<file path="src/rtl/operand_issue_if.sv">
// Bundle of signals between the decode/regfile/writeback/execute environment
// and the operand_issue stage. The stage uses the slave view; whatever
// surrounds it (decode, regfile, execute, or a bench) uses the master view.
interface operand_issue_if #(
  parameter int XLEN   = 64,
  parameter int CTRL_W = 32
);
  // Decoded instruction from decode
  logic              in_valid;
  logic              in_ready;
  logic [63:0]       in_pc;
  logic [CTRL_W-1:0] in_ctrl;
  logic [4:0]        in_rs1;
  logic [4:0]        in_rs2;
  logic [4:0]        in_rd;
  logic              in_rd_we;

  // Regfile read port pair (combinational read, pre-write data)
  logic [4:0]        ra1;
  logic [4:0]        ra2;
  logic [XLEN-1:0]   rd1;
  logic [XLEN-1:0]   rd2;

  // Writeback (also drives regfile write port 0)
  logic              wb_valid;
  logic [4:0]        wb_addr;
  logic [XLEN-1:0]   wb_data;

  // Redirect kill of the instruction held in the output register
  logic              flush;

  // Issued instruction toward execute
  logic              out_valid;
  logic              out_ready;
  logic [63:0]       out_pc;
  logic [CTRL_W-1:0] out_ctrl;
  logic [XLEN-1:0]   out_op1;
  logic [XLEN-1:0]   out_op2;
  logic [4:0]        out_rd;
  logic              out_rd_we;

  modport master (
    output in_valid, in_pc, in_ctrl, in_rs1, in_rs2, in_rd, in_rd_we,
    output rd1, rd2, wb_valid, wb_addr, wb_data, flush, out_ready,
    input  in_ready, ra1, ra2,
    input  out_valid, out_pc, out_ctrl, out_op1, out_op2, out_rd, out_rd_we
  );

  modport slave (
    input  in_valid, in_pc, in_ctrl, in_rs1, in_rs2, in_rd, in_rd_we,
    input  rd1, rd2, wb_valid, wb_addr, wb_data, flush, out_ready,
    output in_ready, ra1, ra2,
    output out_valid, out_pc, out_ctrl, out_op1, out_op2, out_rd, out_rd_we
  );
endinterface

</file>
<file path="src/rtl/operand_issue.sv">
// Decode-to-execute issue stage. Drives the regfile read addresses, bypasses
// same-cycle writeback data into the operands, stalls on RAW hazards against
// a 32-entry pending-writer scoreboard, and registers the issued instruction
// toward execute behind a valid/ready handshake.
module operand_issue #(
  parameter int XLEN   = 64,
  parameter int CTRL_W = 32
) (
  input  logic            clk,
  input  logic            reset,
  operand_issue_if.slave  io
);

  // Output register and scoreboard state
  logic              out_valid_q;
  logic [63:0]       out_pc_q;
  logic [CTRL_W-1:0] out_ctrl_q;
  logic [XLEN-1:0]   out_op1_q;
  logic [XLEN-1:0]   out_op2_q;
  logic [4:0]        out_rd_q;
  logic              out_rd_we_q;
  logic [31:0]       pending;

  // Combinational decisions
  logic              wb_hit1;
  logic              wb_hit2;
  logic              haz;
  logic              in_ready;
  logic              issue;
  logic [XLEN-1:0]   op1;
  logic [XLEN-1:0]   op2;
  logic [31:0]       set_vec;
  logic [31:0]       flush_clr;
  logic [31:0]       wb_clr;
  logic [31:0]       pending_nxt;

  // Regfile is read straight from the decoded sources
  assign io.ra1 = io.in_rs1;
  assign io.ra2 = io.in_rs2;

  // A writeback to a source register resolves that operand this cycle;
  // x0 never matches because it is never pending and always reads zero.
  assign wb_hit1 = io.wb_valid && (io.wb_addr == io.in_rs1) && (io.wb_addr != 5'd0);
  assign wb_hit2 = io.wb_valid && (io.wb_addr == io.in_rs2) && (io.wb_addr != 5'd0);

  assign haz = (pending[io.in_rs1] && !wb_hit1 && (io.in_rs1 != 5'd0))
            || (pending[io.in_rs2] && !wb_hit2 && (io.in_rs2 != 5'd0));

  // Flush takes the cycle: the redirect makes anything in decode stale too
  assign in_ready = !io.flush && !haz && (!out_valid_q || io.out_ready);
  assign issue    = io.in_valid && in_ready;
  assign io.in_ready = in_ready;

  // Operand select: x0, then same-cycle writeback, then regfile read data
  always_comb begin
    // NOTE: every output gets a default before any branch so no path infers a latch.
    op1 = io.rd1;
    op2 = io.rd2;
    if (io.in_rs1 == 5'd0) op1 = '0;
    else if (wb_hit1)      op1 = io.wb_data;
    if (io.in_rs2 == 5'd0) op2 = '0;
    else if (wb_hit2)      op2 = io.wb_data;
  end

  // Scoreboard next state: a new writer is younger than any same-cycle clear,
  // so its set wins; bit 0 is forced low.
  always_comb begin
    set_vec   = '0;
    flush_clr = '0;
    wb_clr    = '0;
    if (issue && io.in_rd_we)                      set_vec   = 32'd1 << io.in_rd;
    if (io.flush && out_valid_q && out_rd_we_q)    flush_clr = 32'd1 << out_rd_q;
    if (io.wb_valid)                               wb_clr    = 32'd1 << io.wb_addr;
    pending_nxt = (set_vec | (pending & ~flush_clr & ~wb_clr)) & ~32'd1;
  end

  // Output register: load on issue, drain on accept or flush, else hold
  always_ff @(posedge clk or negedge reset) begin
    if (!reset) begin
      out_valid_q <= 1'b0;
      out_pc_q    <= '0;
      out_ctrl_q  <= '0;
      out_op1_q   <= '0;
      out_op2_q   <= '0;
      out_rd_q    <= '0;
      out_rd_we_q <= 1'b0;
    end else if (issue) begin
      // NOTE: non-blocking assignments so every register samples pre-edge values.
      out_valid_q <= 1'b1;
      out_pc_q    <= io.in_pc;
      out_ctrl_q  <= io.in_ctrl;
      out_op1_q   <= op1;
      out_op2_q   <= op2;
      out_rd_q    <= io.in_rd;
      out_rd_we_q <= io.in_rd_we && (io.in_rd != 5'd0);
    end else if (io.out_ready || io.flush) begin
      out_valid_q <= 1'b0;
    end
  end

  // Pending-writer scoreboard
  always_ff @(posedge clk or negedge reset) begin
    // NOTE: the scoreboard is reset, unlike a data array: a stale bit would stall its register forever.
    if (!reset) pending <= '0;
    else        pending <= pending_nxt;
  end

  assign io.out_valid = out_valid_q;
  assign io.out_pc    = out_pc_q;
  assign io.out_ctrl  = out_ctrl_q;
  assign io.out_op1   = out_op1_q;
  assign io.out_op2   = out_op2_q;
  assign io.out_rd    = out_rd_q;
  assign io.out_rd_we = out_rd_we_q;

endmodule

</file>
<file path="src/flat_wrapper.sv">
// flat-port wrapper written by rule: the top's interface ports become plain ports
module operand_issue_flat 
#(
  parameter int XLEN   = 64,
  parameter int CTRL_W = 32
)
  (clk, reset, io_in_valid, io_in_pc, io_in_ctrl, io_in_rs1, io_in_rs2, io_in_rd, io_in_rd_we, io_rd1, io_rd2, io_wb_valid, io_wb_addr, io_wb_data, io_flush, io_out_ready, io_in_ready, io_ra1, io_ra2, io_out_valid, io_out_pc, io_out_ctrl, io_out_op1, io_out_op2, io_out_rd, io_out_rd_we);
  operand_issue_if #(.XLEN(XLEN), .CTRL_W(CTRL_W)) io_i ();
  input  logic clk;
  input  logic reset;
  input wire logic [$bits(io_i.in_valid)-1:0] io_in_valid;
  input wire logic [$bits(io_i.in_pc)-1:0] io_in_pc;
  input wire logic [$bits(io_i.in_ctrl)-1:0] io_in_ctrl;
  input wire logic [$bits(io_i.in_rs1)-1:0] io_in_rs1;
  input wire logic [$bits(io_i.in_rs2)-1:0] io_in_rs2;
  input wire logic [$bits(io_i.in_rd)-1:0] io_in_rd;
  input wire logic [$bits(io_i.in_rd_we)-1:0] io_in_rd_we;
  input wire logic [$bits(io_i.rd1)-1:0] io_rd1;
  input wire logic [$bits(io_i.rd2)-1:0] io_rd2;
  input wire logic [$bits(io_i.wb_valid)-1:0] io_wb_valid;
  input wire logic [$bits(io_i.wb_addr)-1:0] io_wb_addr;
  input wire logic [$bits(io_i.wb_data)-1:0] io_wb_data;
  input wire logic [$bits(io_i.flush)-1:0] io_flush;
  input wire logic [$bits(io_i.out_ready)-1:0] io_out_ready;
  output wire logic [$bits(io_i.in_ready)-1:0] io_in_ready;
  output wire logic [$bits(io_i.ra1)-1:0] io_ra1;
  output wire logic [$bits(io_i.ra2)-1:0] io_ra2;
  output wire logic [$bits(io_i.out_valid)-1:0] io_out_valid;
  output wire logic [$bits(io_i.out_pc)-1:0] io_out_pc;
  output wire logic [$bits(io_i.out_ctrl)-1:0] io_out_ctrl;
  output wire logic [$bits(io_i.out_op1)-1:0] io_out_op1;
  output wire logic [$bits(io_i.out_op2)-1:0] io_out_op2;
  output wire logic [$bits(io_i.out_rd)-1:0] io_out_rd;
  output wire logic [$bits(io_i.out_rd_we)-1:0] io_out_rd_we;
  assign io_i.in_valid = io_in_valid;
  assign io_i.in_pc = io_in_pc;
  assign io_i.in_ctrl = io_in_ctrl;
  assign io_i.in_rs1 = io_in_rs1;
  assign io_i.in_rs2 = io_in_rs2;
  assign io_i.in_rd = io_in_rd;
  assign io_i.in_rd_we = io_in_rd_we;
  assign io_i.rd1 = io_rd1;
  assign io_i.rd2 = io_rd2;
  assign io_i.wb_valid = io_wb_valid;
  assign io_i.wb_addr = io_wb_addr;
  assign io_i.wb_data = io_wb_data;
  assign io_i.flush = io_flush;
  assign io_i.out_ready = io_out_ready;
  assign io_in_ready = io_i.in_ready;
  assign io_ra1 = io_i.ra1;
  assign io_ra2 = io_i.ra2;
  assign io_out_valid = io_i.out_valid;
  assign io_out_pc = io_i.out_pc;
  assign io_out_ctrl = io_i.out_ctrl;
  assign io_out_op1 = io_i.out_op1;
  assign io_out_op2 = io_i.out_op2;
  assign io_out_rd = io_i.out_rd;
  assign io_out_rd_we = io_i.out_rd_we;
  operand_issue #(.XLEN(XLEN), .CTRL_W(CTRL_W)) u_core (.clk(clk), .reset(reset), .io(io_i));
endmodule
</file>
<file path="config.mk">
export PLATFORM = sky130hd
export DESIGN_NAME = operand_issue_flat
export DESIGN_NICKNAME = d
export VERILOG_FILES = /design/src/rtl/operand_issue_if.sv /design/src/rtl/operand_issue.sv /design/src/flat_wrapper.sv
export SDC_FILE = /design/constraint.sdc
export NUM_CORES = 1
export LEC_CHECK = 0
export CAP_MARGIN = 20
export CORE_AREA = 2 2 218 220
export CTS_BUF_LIST = sky130_fd_sc_hd__clkbuf_4 sky130_fd_sc_hd__clkbuf_8 sky130_fd_sc_hd__clkbuf_16
export DETAILED_ROUTE_END_ITERATION = 10
export DIE_AREA = 0 0 220 222
export GPL_TIMING_DRIVEN = 0
export PLACE_DENSITY_LB_ADDON = 0.15
export SYNTH_ARGS = -nofsm -noshare
export SYNTH_HDL_FRONTEND = slang
export SYNTH_SLANG_ARGS = --single-unit
</file>
<file path="constraint.sdc">
create_clock -name clk -period 2.5 [get_ports clk]
set_clock_uncertainty 0.15 [all_clocks]
set_input_delay 0.625 -clock clk [delete_from_list [all_inputs] [get_ports clk]]
set_output_delay 0.625 -clock clk [all_outputs]
set_load 0.01 [all_outputs]
</file>
==> results_dict.tcl <==
set metrics [dict create \
    drc 0 \
    r2r_cells 11 \
    hp-class "reg -> reg" \
    synth.area.top_cells "dfrtp_1, mux2_4, nand2_1" \
    ys_seq_area_frac 0.477 \
    worstMarginPinSlew_ns 0.839 \
    grt_pass1_wl_um 87900 \
    syn2layout_area_growth_pct 67.4 \
    clk_latency_ns 0.54 \
    clock_path_buffers 3 \
    drtIter0Drc 704 \
    clock-sinks 262 \
    outcome "finished with violations" \
    dp_hpwl_um 44100 \
    relSlewSlack 0.439 \
    synth_largest_area_cell "dfrtp_1" \
    setup_ws_ns -0.711 \
    cts_root_buf "clkbuf_16" \
    violations "negative setup slack" \
    rsz0062_at_grt "yes" \
    antenna_found_initial 5 \
    hold_viol 0 \
    cp-start-kind "primary input" \
    slew_viol_final 0 \
    dr_total_vias 12200 \
    core_area_um2 46300 \
    final_cell_area_um2 23000 \
    row_count 79 \
    first_global_vias 13100 \
    max_freq_mhz 311 \
    vias_per_cell 4.91 \
    firstDrtPassIters 5 \
    htreeDepth 2 \
    worstPathArrival_ns 2.44 \
    netlist.area_leader.share 0.477 \
    finalSetupTns_ns -121.15 \
    pin_count 557 \
    ys_async_sr_fraction 1.00 \
    cp_max_fo 7 \
    crit_path_end_kind "output port" \
    worst_ir_drop_vdd_uv 542 \
    layout_common_cells "clkdlybuf4s50_1, nand2_1, dfrtp_1" \
    path_class "in -> out" \
    syn_inst 1210 \
    gr-total-overflow 0 \
    synth_flop_cell "dfrtp_1" \
    ant_nets 0 \
    post-route-period-util 1.28 \
    r2r_setup_slack_ns -0.56 \
    ys_warn_count 0 \
    die_height_um 222 \
    grt_max_degree 102 \
    required_ns 1.73 \
    crit_path_start "io_wb_valid" \
    p_per_area_nw_per_um2 785 \
    wl_per_cell_um 24.5 \
    whs_ns 0.356 \
    layout_min_cycle_time_ns 3.21 \
    dieArea_um2 48800 \
    path_clk_slew_ns 0.05 \
    grt_usage 0.244 \
    setup_viol 256 \
    cts_buffers 34 \
    synth_cell_types 58 \
    r2r_start "u_core.pending[23]" \
    layout_commonest_cell "clkdlybuf4s50_1" \
    die_w_um 220 \
    power_leakage_nw 9.91 \
    p_total_mw 18.1 \
    ys_ff_latch 262 \
    nets 2169 \
    syn_area_um2 13700 \
    place.gp.congestion 0.908 \
    final_util 0.497 \
    cts_tree "done" \
    syn_avg_cell_area_um2 11.4 \
    crit_end "io_in_ready" \
    io_buffers 547 \
    wl_um 60900 \
    start_util 0.297 \
    place_area_um2 20100 \
    synth_edf_count 0 \
    drv_cap 0 \
    rr_endpoint "u_core.io.out_pc[36]" \
    synth_nets 1525 \
    drive_gt1_frac 0.253 \
    nFillCells 4224 \
]
-- layer usage --
layer  track usage  wire length [um]  part of all wire
met1         0.289             24200              0.40
met2         0.419             29600              0.49
met3        0.0735              5170             0.085
met4        0.0812              1900             0.031
met5             0                13           0.00021
-- layout make-up --
cell class	instances	area [um2]	share of cell area
Multi-Input combinational cell	844	7060	0.307
Sequential cell	262	6560	0.285
Clock buffer	45	988	0.0430
Timing Repair Buffer	619	6700	0.291
Antenna cell	4	10.0	0.000435
Buffer	86	752	0.0327
Clock inverter	15	149	0.00647
Tap cell	607	759	0.0330
Inverter	7	31.3	0.00136
-- worst max-delay path, cell delays in order --
cell and delay, ns:
clkdlybuf4s50_1 0.65, nand4_1 0.20, nor4_4 0.35, nor2b_1 0.10, o2111ai_2 0.16, nand3_2 0.16, clkinv_4 0.10, buf_6 0.10
-- cell families after synthesis --
family	share of synthesized area
simple gates	0.111
mux	0.255
flops	0.477
buf+inv	0.0548
xor+xnor	0.00637
compound gates	0.0967
-- metrics by stage --
step	cells	setup WS (ns)
floorplan	1210	-0.319
global placement	2364	-11.58
detailed placement	2366	-2.04
CTS	2498	-0.724
global route	2489	-0.746
finish	2489	-0.711
-- synthesized netlist by cell type, types with 16 or more instances --
library cell / n
nand2_1: 277
dfrtp_1: 262
mux2_4: 156
mux2_2: 77
a21oi_1: 74
o21ai_0: 74
clkbuf_1: 36
buf_4: 20
mux2i_1: 19
nor2_1: 19
nand3_1: 16
-- worst min-delay path by stage --
stage / startpoint / endpoint / slack (ns) / cells past startpoint
floorplan: reset / u_core.io.out_ctrl[0] / 0.18 / 0
global placement: u_core.io.out_op1[63] / u_core.io.out_op1[63] / 0.32 / 1
global route: u_core.io.out_ctrl[15] / u_core.io.out_ctrl[15] / 0.37 / 1
CTS: u_core.io.out_pc[61] / u_core.io.out_pc[61] / 0.36 / 1
detailed placement: u_core.io.out_op1[63] / u_core.io.out_op1[63] / 0.34 / 1
finish: u_core.io.out_ctrl[12] / u_core.io.out_ctrl[12] / 0.36 / 1
-- report_power, final --
group,leakage [nW],switching (mW),internal [mW],total (mW)
clock,0.571,2.06,3.01,5.07
combinational,6.16,2.56,4.31,6.87
sequential,3.17,0.728,5.40,6.13
-- state kept, by name, summed over array words and instances, names as in the netlist --
register and cells:
u_core.io.out_op1 64, u_core.io.out_ctrl 32, u_core.io.out_pc 64, u_core.io.out_op2 64, u_core.io.out_valid 1, u_core.io.out_rd 5, u_core.io.out_rd_we 1, u_core.pending 31
-- timing repair --
item / CTS / global route
hold buffers: 1 / 0
endpoints found under the hold margin: 62 / 0
pin swaps: 10 / 10
gates resized for setup: 222 / 39
cloned: 26 / 3
setup endpoints to repair: 270 / 256
buffers inserted: 48 / 11
Power figures use the tool's default switching activity.
